==> src/rtl/condition_unit.sv <==
// Flag register, branch-condition evaluator and optional flag-save stack.
// Define CONDITION_UNIT_FLAG_STACK_EN to build the push/pop stack and its sticky error flags.
module condition_unit #(
    parameter int DATA_WIDTH  = 16,
    parameter int STACK_DEPTH = 4
) (
    input  logic                  i_clk,
    input  logic                  i_reset,
    input  logic [DATA_WIDTH-1:0] i_operand_a,
    input  logic [DATA_WIDTH-1:0] i_operand_b,
    input  logic                  i_flag_write,
    input  logic                  i_external_flag,
    input  logic                  i_eval_req,
    input  logic [4:0]            i_condition,
    input  logic                  i_flag_push,
    input  logic                  i_flag_pop,
    input  logic                  i_err_clear,
    output logic [7:0]            o_flags,
    output logic                  o_eval_valid,
    output logic                  o_branch_taken,
    output logic [4:0]            o_stack_count,
    output logic                  o_stack_overflow,
    output logic                  o_stack_underflow
);

    typedef enum logic {
        IDLE   = 1'b0,
        RESULT = 1'b1
    } state_t;

    state_t     r_state;
    logic [7:0] w_cmp_flags;
    logic       w_sel;
    logic       w_taken;

    assign w_cmp_flags = {
        i_external_flag,
        i_operand_a[DATA_WIDTH-1],
        ($signed(i_operand_a) < $signed(i_operand_b)),
        ($signed(i_operand_a) > $signed(i_operand_b)),
        (i_operand_a < i_operand_b),
        (i_operand_a > i_operand_b),
        (i_operand_a == i_operand_b),
        (i_operand_a == '0)
    };

    // Evaluation reads the registered flags, so a same-cycle write or pop is not seen.
    assign w_sel   = o_flags[i_condition[2:0]];
    assign w_taken = ~i_condition[4] | (i_condition[3] ^ w_sel);

    always_ff @(posedge i_clk or posedge i_reset) begin
        if (i_reset) begin
            r_state        <= IDLE;
            o_eval_valid   <= 1'b0;
            o_branch_taken <= 1'b0;
        end else begin
            case (r_state)
                IDLE, RESULT: begin
                    if (i_eval_req) begin
                        r_state        <= RESULT;
                        o_eval_valid   <= 1'b1;
                        o_branch_taken <= w_taken;
                    end else begin
                        r_state      <= IDLE;
                        o_eval_valid <= 1'b0;
                    end
                end
                default: begin
                    r_state      <= IDLE;
                    o_eval_valid <= 1'b0;
                end
            endcase
        end
    end

`ifdef CONDITION_UNIT_FLAG_STACK_EN
    localparam int AW = (STACK_DEPTH > 1) ? $clog2(STACK_DEPTH) : 1;

    logic [7:0]    r_stack [STACK_DEPTH];
    logic [4:0]    r_count;
    logic          r_overflow;
    logic          r_underflow;
    logic          w_push_only;
    logic          w_pop_only;
    logic          w_full;
    logic          w_empty;
    logic          w_do_push;
    logic          w_do_pop;
    logic [AW-1:0] w_push_idx;
    logic [AW-1:0] w_pop_idx;

    assign w_push_only = i_flag_push & ~i_flag_pop;
    assign w_pop_only  = i_flag_pop & ~i_flag_push;
    assign w_full      = (r_count == 5'(STACK_DEPTH));
    assign w_empty     = (r_count == 5'd0);
    assign w_do_push   = w_push_only & ~w_full;
    assign w_do_pop    = w_pop_only & ~w_empty;
    assign w_push_idx  = AW'(r_count);
    assign w_pop_idx   = AW'(r_count - 5'd1);

    // Entries are deliberately not reset; the count alone decides what is valid.
    always_ff @(posedge i_clk) begin
        if (w_do_push) r_stack[w_push_idx] <= o_flags;
    end

    always_ff @(posedge i_clk or posedge i_reset) begin
        if (i_reset) begin
            o_flags     <= 8'h00;
            r_count     <= 5'd0;
            r_overflow  <= 1'b0;
            r_underflow <= 1'b0;
        end else begin
            if (w_do_pop)          o_flags <= r_stack[w_pop_idx];
            else if (i_flag_write) o_flags <= w_cmp_flags;

            if (w_do_push)     r_count <= r_count + 5'd1;
            else if (w_do_pop) r_count <= r_count - 5'd1;

            // A same-cycle error event outranks the clear.
            if (w_push_only && w_full) r_overflow <= 1'b1;
            else if (i_err_clear)      r_overflow <= 1'b0;

            if (w_pop_only && w_empty) r_underflow <= 1'b1;
            else if (i_err_clear)      r_underflow <= 1'b0;
        end
    end

    assign o_stack_count     = r_count;
    assign o_stack_overflow  = r_overflow;
    assign o_stack_underflow = r_underflow;
`else
    logic [7:0] w_unused_stack;

    assign w_unused_stack = {i_flag_push, i_flag_pop, i_err_clear, 5'(STACK_DEPTH)};

    always_ff @(posedge i_clk or posedge i_reset) begin
        if (i_reset)           o_flags <= 8'h00;
        else if (i_flag_write) o_flags <= w_cmp_flags;
    end

    assign o_stack_count     = 5'd0;
    assign o_stack_overflow  = 1'b0;
    assign o_stack_underflow = 1'b0;
`endif

endmodule

==> config.mk <==
export PLATFORM = sky130hd
export DESIGN_NAME = condition_unit
export DESIGN_NICKNAME = d
export VERILOG_FILES = /design/src/rtl/condition_unit.sv
export SDC_FILE = /design/constraint.sdc
export NUM_CORES = 1
export LEC_CHECK = 0
export ABC_AREA = 1
export BUFFER_PORTS_ARGS = -buffer_cell sky130_fd_sc_hd__clkbuf_2
export CORE_MARGIN = 4
export CORE_UTILIZATION = 39
export DETAILED_ROUTE_END_ITERATION = 8
export GPL_TIMING_DRIVEN = 0
export PLACE_DENSITY = 0.84
export SKIP_CTS_REPAIR_TIMING = 1
export SYNTH_ARGS = -nofsm -noshare
export SYNTH_HDL_FRONTEND = slang
export SYNTH_SLANG_ARGS = --single-unit
==> constraint.sdc <==
create_clock -name i_clk -period 1.1 [get_ports i_clk]
set_input_delay 0.22 -clock i_clk [delete_from_list [all_inputs] [get_ports i_clk]]
set_output_delay 0.22 -clock i_clk [all_outputs]
set_load 0.005 [all_outputs]
==> metrics.md, run 1 <==
| Metric | Value |
|---|---|
| Status | `finished, violations left` |
| Failing checks | `setup timing` |
| Worst Path Arrival | `approximately 1300 ps` |
| Area of placed instances | `around 0.0015 sq mm` |
| CTS root buf | `clkbuf_4` |
| Critical path endpoint category | `flip-flop` |
| Wirelength per Cell | `about 9.8 um` |
| Initial DRC count | `37` |
| Final Instance Area | `between 0.0015 and 0.002 sq mm` |
| Comb power frac | `~46%` |
| Ports | `62` |
| First-pass GRT wire length | `between 3 and 4 mm` |
| Total Wirelength | `between 2 and 2.5 mm` |
| Reg2Reg Launch Point | `o_flags[4]` |
| P&R area growth vs syn | `65.5%` |
| Ys Warns | `0` |
| Sequential power share | `approximately a third` |
| Worst-skew pair later-pin latency | `260 ps` |
| FMAX | `0.870 GHz` |
| IO Port Bufs | `a little over 50` |
| TritonCTS clock tree | `yes` |
| Switch share | `roughly 34%` |
| Initial Utilization | `between 40% and 50%` |
| Predominant post-synthesis flop cell | `dfrtp_1` |
| Final net count | `271` |
| Pwr Density | `between 700 and 800 mW/mm^2` |
| Setup Viol. Count Final | `3` |
| Unique cell type count in the Yosys netlist | `25` |
| Final slew viol count | `0` |
| Slowest stage delay, CP | `roughly 280 ps` |
| Psw | `just over 400 uW` |
| Die Y | `approximately 59 um` |
| Int Pwr | `roughly 800 uW` |
| Clock Skews | `~2.4 ps` |
| Avg Cell Area, Syn | `roughly 7.1 sq um` |
| Largest net degree at the start of global routing | `11` |
| Family with the most delay on the worst path | `simple AND/OR/NAND/NOR gates` |
| CTS H-tree depth | `1` |
| Core ar. | `0.00248 sq mm` |
| CTS clk-pin slew, worst paths | `roughly 50 ps` |
| 1st-pass router iterations | `3` |
| Antenna cell count | `0` |
| Startpoint Class | `primary input` |
| DRC viols | `0` |
| Share of the synthesized area in the top cell type | `between 20% and 30%` |
| Leak Pwr | `0.000898 uW` |
| Post-layout min period | `roughly 1100 ps` |
| Sequential fraction of the synthesis area | `approximately a quarter` |
| Critical path class | `primary input to flip-flop` |
| Worst path bufs/invs | `2` |
| Vias in the first global route | `between 1000 and 1500` |
| Worst EP required | `1250 ps` |
| Hpwl dp | `between 2 and 2.5 mm` |
| Total vias in the final route | `around 1100` |
| Synth Register Bits | `10` |
| Layout cells sized above 1 | `55.3%` |
| Die X-Extent | `approximately 59 um` |
| Die area | `about 0.0035 sq mm` |
| Placer Congestion | `0.803` |
| Crit share post-route | `105%` |
| GR Util All Layers | `14.2%` |
| Crit. Startpoint | `i_operand_a[15]` |
| Clock sink count | `10` |
| Main area contributors after synthesis | `dfrtp_1, ha_1, nand2_1` |
| EDFF count, synth | `0` |
| Final hold violations | `0` |
| Post-route setup TNS | `-97.7 ps` |
| VDD IR max | `between 0.0005 and 0.0006 V` |
| Slowest CP cell | `ha_4` |
| Num rows | `18` |
| Clock share of power | `between 10% and 20%` |
| Antenna violations before repair | `0` |
| Max-cap violations | `0` |
| TritonCTS buffer count | `3` |
| RSZ-0062 raised after global routing | `true` |
| Vias per cell | `between 4 and 5` |
| Cell Chain, Critical Path | `buf_8 -> ha_4 -> nand2_4 -> nor2_4 -> nand4_4 -> nor2_2 -> nand2_1 -> nand2_1 -> inv_2 -> a21oi_2 -> nor2_2` |
| Buffer depth of the longest clock path | `2` |
| Largest fanout on the critical path | `3` |
| Total gr overflow | `0` |
| Hold Crit Class | `primary input to flip-flop` |
| Most instantiated cells after synthesis | `nand2_1, inv_1, ha_1` |
| Hold Crit Start | `i_eval_req` |
| Most frequent cell after synthesis | `nand2_1` |
| Final ANT Viol Nets | `0` |
| Asr flop ratio synth | `between 90% and 100%` |
| Gate Count Post-Synth | `144` |
| Fill cell count | `around 220` |
| Synth area leader | `dfrtp_1` |
| Post-Syn Area | `0.00102 sq mm` |
| Final WS setup | `-49.9 ps` |
## area by class of cell
type,count,area (sq um),share of cell area (%)
plain buffers,7,52.6,3.12
well taps,30,37.5,2.23
flip-flops and latches,10,250,14.8
repair buffers,55,323,19.2
clock buffers,3,22.5,1.34
multi-input cells,101,841,49.9
inverters,32,159,9.43
## cells by family (layout without fill, tap and decap cells)
logic type                 after synthesis  count (layout)  synth area share, %
and+or+nand+nor                         56              56                 25.6
other                                    1               7                0.368
adders and majority gates               16              16                 19.7
buffers and inverters                   39              97                 17.0
DFF                                     10              10                 24.6
AOI/OAI and AO/OA                       22              22                 12.9
## power groups by stage
stage          sequential [uW]  combinational, uW  clock, uW
2_1_floorplan              436                306          0
3_3_place_gp               436                492          0
3_5_place_dp               437                504          0
4_1_cts                    430                506        253
5_1_grt                    436                649        258
6_report                   431                568        233
## path summary, 6_finish.rpt
path | end | slack (ps) | cells past startpoint
setup / recovery | o_flags[4] | -50 | 11
hold / removal | o_eval_valid | 100 | 1
setup reg to reg | o_branch_taken | -30 | 9
hold reg to reg | o_flags[6] | 520 | 2
max in group asynchronous | o_eval_valid | 370 | 3
min in group asynchronous | o_flags[0] | 460 | 3
## flip-flops by register name, indices dropped and copies added (netlist names)
signal and cells:
o_flags 8, o_branch_taken 1, o_eval_valid 1
## routing by layer
metal / global-route usage [%] / wire length (um) / vias up
met1: 15.9 / 924 / 460
li1: - / - / 571
met3: 1.96 / 235 / 4
met2: 25.7 / 1140 / 43
met4: 7.77 / 41 / 0
met5: 0 / 0 / -
## stage by stage
stage | power, uW | utilization [%] | hold WS [ps] | instances | setup slack [ps]
finish | 1230 | 68.0 | 99.5 | 238 | -49.9
detailed placement | 941 | 62.1 | 194 | 231 | -437
global route | 1340 | 68.0 | 99.9 | 238 | -147
CTS | 1190 | 63.0 | -96.2 | 234 | -157
global placement | 928 | 62.1 | 190 | 231 | -421
floorplan | 742 | - | 60.2 | 150 | -153
## worst register-to-register path, stage by stage, from the launching register on
cell	delay, ps
dfrtp_1	390
nor2_1	60
nor2_1	70
o21ai_0	80
nand3_1	70
nand2_1	60
nand2_1	50
nand2_1	40
o21bai_1	140
inv_1	50
## layout by cell type, fill, tap and decap left out, drive strengths merged
cell type / n
buf: 15
nor4: 4
ha: 16
clkbuf: 49
conb: 7
a21o: 1
nand4: 2
clkinv: 1
a21oi: 10
o21ai: 8
o21bai: 1
nand3: 4
nand3b: 1
nand2: 34
o211ai: 2
dlygate4sd3: 1
dfrtp: 10
nor2: 11
inv: 31
Note: power is estimated with default switching activity, not from simulation.
==> run 2: changes to the inputs <==
--- a/config.mk
+++ b/config.mk
@@ -7,11 +7,14 @@
 export LEC_CHECK = 0
 export ABC_AREA = 1
 export BUFFER_PORTS_ARGS = -buffer_cell sky130_fd_sc_hd__clkbuf_2
+export CELL_PAD_IN_SITES_DETAIL_PLACEMENT = 1
+export CELL_PAD_IN_SITES_GLOBAL_PLACEMENT = 1
 export CORE_MARGIN = 4
-export CORE_UTILIZATION = 39
+export CORE_UTILIZATION = 26
+export CTS_CLUSTER_DIAMETER = 50
 export DETAILED_ROUTE_END_ITERATION = 8
 export GPL_TIMING_DRIVEN = 0
-export PLACE_DENSITY = 0.84
+export PLACE_DENSITY = 0.85
 export SKIP_CTS_REPAIR_TIMING = 1
 export SYNTH_ARGS = -nofsm -noshare
 export SYNTH_HDL_FRONTEND = slang
==> metrics.md, run 2 (synthesized netlist as in run 1, its figures left out) <==
| Metric | Value |
|---|---|
| Status | `finished, violations left` |
| Failing checks | `setup timing` |
| CTS clk-pin slew, worst paths | `50 ps (about the same)` |
| Final hold violations | `0 (unchanged)` |
| Critical path class | `primary input to flip-flop` |
| Initial DRC count | `4 (-89%)` |
| Ports | `62 (unchanged)` |
| Hold Crit Class | `primary input to flip-flop` |
| Hold path depth | `1 (unchanged)` |
| Worst hold path endpoint | `o_eval_valid` |
| First-pass GRT wire length | `4.88 mm (+26%)` |
| CTS H-tree depth | `1 (unchanged)` |
| Antenna cell count | `0 (unchanged)` |
| Critical path endpoint category | `flip-flop` |
| Fill cell count | `446 (+100%)` |
| Final ANT Viol Nets | `0 (unchanged)` |
| IO Port Bufs | `51 (unchanged)` |
| Register Area | `250 sq um (unchanged)` |
| Cell Chain, Critical Path | `buf_8 -> ha_4 -> nand2_4 -> nor2_4 -> nand4_4 -> nor2_2 -> nand2_1 -> nand2_1 -> inv_2 -> a21oi_2 -> nor2_2` |
| 1st-pass router iterations | `4 (+1)` |
| Worst-skew pair later-pin latency | `240 ps (-20 ps)` |
| Wirelength per Cell | `11.8 um (+20%)` |
| Initial Utilization | `27.4% (-14 points)` |
| Final WS setup | `-126 ps (-76.5 ps)` |
| GR Util All Layers | `11.9% (-2.3 points)` |
| Max-cap violations | `0 (unchanged)` |
| Max reg flops | `8 (unchanged)` |
| Worst hold slack | `118 ps (+18.9 ps)` |
| TritonCTS clock tree | `yes` |
| Buffer depth of the longest clock path | `2 (unchanged)` |
| VDD IR max | `0.000335 V (-41%)` |
| Pwr Density | `840 mW/mm^2 (+15%)` |
| Setup Viol. Count Final | `5 (+2)` |
| Crit share post-route | `111% (+7.0 points)` |
| Die area | `0.00498 sq mm (+43%)` |
| Leak Pwr | `0.000950 uW (+5.8%)` |
| Cells after DPL | `249 (+7.8%)` |
| Final net count | `274 (+1.1%)` |
| TritonCTS buffer count | `3 (unchanged)` |
| RSZ-0062 raised after global routing | `true` |
| Layout cells sized above 1 | `57.5% (+2.3 points)` |
| Finished Layout Cells | `260 (+9.2%)` |
| Reg2Reg Launch Point | `o_flags[1]` |
| Reg with most FFs | `o_flags` |
| Die X-Extent | `70.6 um (+19%)` |
| Slowest CP cell | `ha_4` |
| Largest fanout on the critical path | `3 (unchanged)` |
| Antenna violations before repair | `0 (unchanged)` |
| Clock sink count | `10 (unchanged)` |
| P&R area growth vs syn | `79.2%` |
| Hold Crit Start | `i_eval_req` |
| Worst Path Arrival | `1350 ps (+50 ps)` |
| Total gr overflow | `0 (unchanged)` |
| R2r worst-path depth | `9 (unchanged)` |
| Startpoint Class | `primary input` |
| Most frequent cells in the layout | `clkbuf_2, nand2_1, inv_1, buf_4, ha_4` |
| Commonest non-fill, non-tap cell in the layout | `clkbuf_2` |
| Total vias in the final route | `1140 (+5.8%)` |
| Final slew viol count | `0 (unchanged)` |
| Largest regs | `o_flags x8, o_branch_taken x1, o_eval_valid x1` |
| Area of the multi-input gates | `865 sq um (+2.8%)` |
| Slowest stage delay, CP | `280 ps (about the same)` |
| Largest net degree at the start of global routing | `11 (unchanged)` |
| Hpwl dp | `2.59 mm (+23%)` |
| Num rows | `22 (+4)` |
| FMAX | `0.815 GHz (-6.2%)` |
| Core ar. | `0.00372 sq mm (+50%)` |
| DRC viols | `0 (unchanged)` |
| Flop2flop setup slack | `-60 ps (-30 ps)` |
| Vias in the first global route | `1224 (+20%)` |
| R2r endpoint | `o_branch_taken` |
| CTS root buf | `clkbuf_8` |
| Post-layout min period | `1230 ps (+76.5 ps)` |
| Clock Skews | `3.00 ps (+0.587 ps)` |
| Placer Congestion | `0.737 (-8.2%)` |
| Vias per cell | `4.38 (-3.2%)` |
| Total Wirelength | `3.08 mm (+32%)` |
| Worst EP required | `1230 ps (-20 ps)` |
| Die Y | `70.6 um (+19%)` |
## run 2: cell types whose count changed in the layout (fill, tap and decap cells not counted), sizes merged
| cell | previous run | this run |
|---|---|---|
| buf | 15 | 25 |
| clkbuf | 49 | 43 |
## run 2: layer usage
layer	track usage (%)	share of wire, %
met1	11.8	36
met2	24.1	56
met3	2.27	6.6
met4	4.38	1.3
met5	0	0
## run 2: how the worst max path moves through the flow
| stage | startpoint | end | slack (ps) | depth (start not counted) |
|---|---|---|---|---|
| after floorplan | i_operand_b[13] | o_flags[4] | -150 | 11 |
| final | i_operand_a[15] | o_flags[4] | -130 | 11 |
| after CTS | i_operand_b[13] | o_flags[4] | -250 | 12 |
| after detailed placement | i_operand_b[13] | o_flags[4] | -470 | 12 |
| after global placement | i_operand_b[13] | o_flags[4] | -450 | 12 |
| after global routing | o_flags[2] | o_branch_taken | -200 | 9 |
## run 2: critical path: cells and delay by family
| kind | cells | cell delay (ps) |
|---|---|---|
| buffers and inverters | 2 | 150 |
| AO/OA/AOI/OAI | 1 | 130 |
| AND/OR/NAND/NOR | 7 | 580 |
| adder cells (fa/ha/maj) | 1 | 280 |
## run 2: per-stage QoR
step	total power (uW)	setup slack (ps)	cell area (sq um)	utilization [%]	setup TNS, ps
after floorplan	742	-153	1250	-	-438
after global placement	933	-445	1560	42.0	-1920
after detailed placement	960	-468	1560	42.0	-2190
after CTS	1430	-246	1620	43.5	-949
after global routing	1640	-204	1830	49.1	-945
final	1530	-126	1830	49.1	-360
## run 2: cell type report
cell class / count / area share, %
plain buffers: 7 / 2.88
clock buffers: 4 / 3.02
inverters: 32 / 8.84
multi-input cells: 101 / 47.4
flip-flops and latches: 10 / 13.7
well taps: 48 / 3.29
repair buffers: 58 / 20.9
## run 2: report_power, final
group / switching, uW / total (uW) / internal (uW)
registers: 26.2 / 432 / 405
logic: 320 / 650 / 330
clock network: 138 / 452 / 314
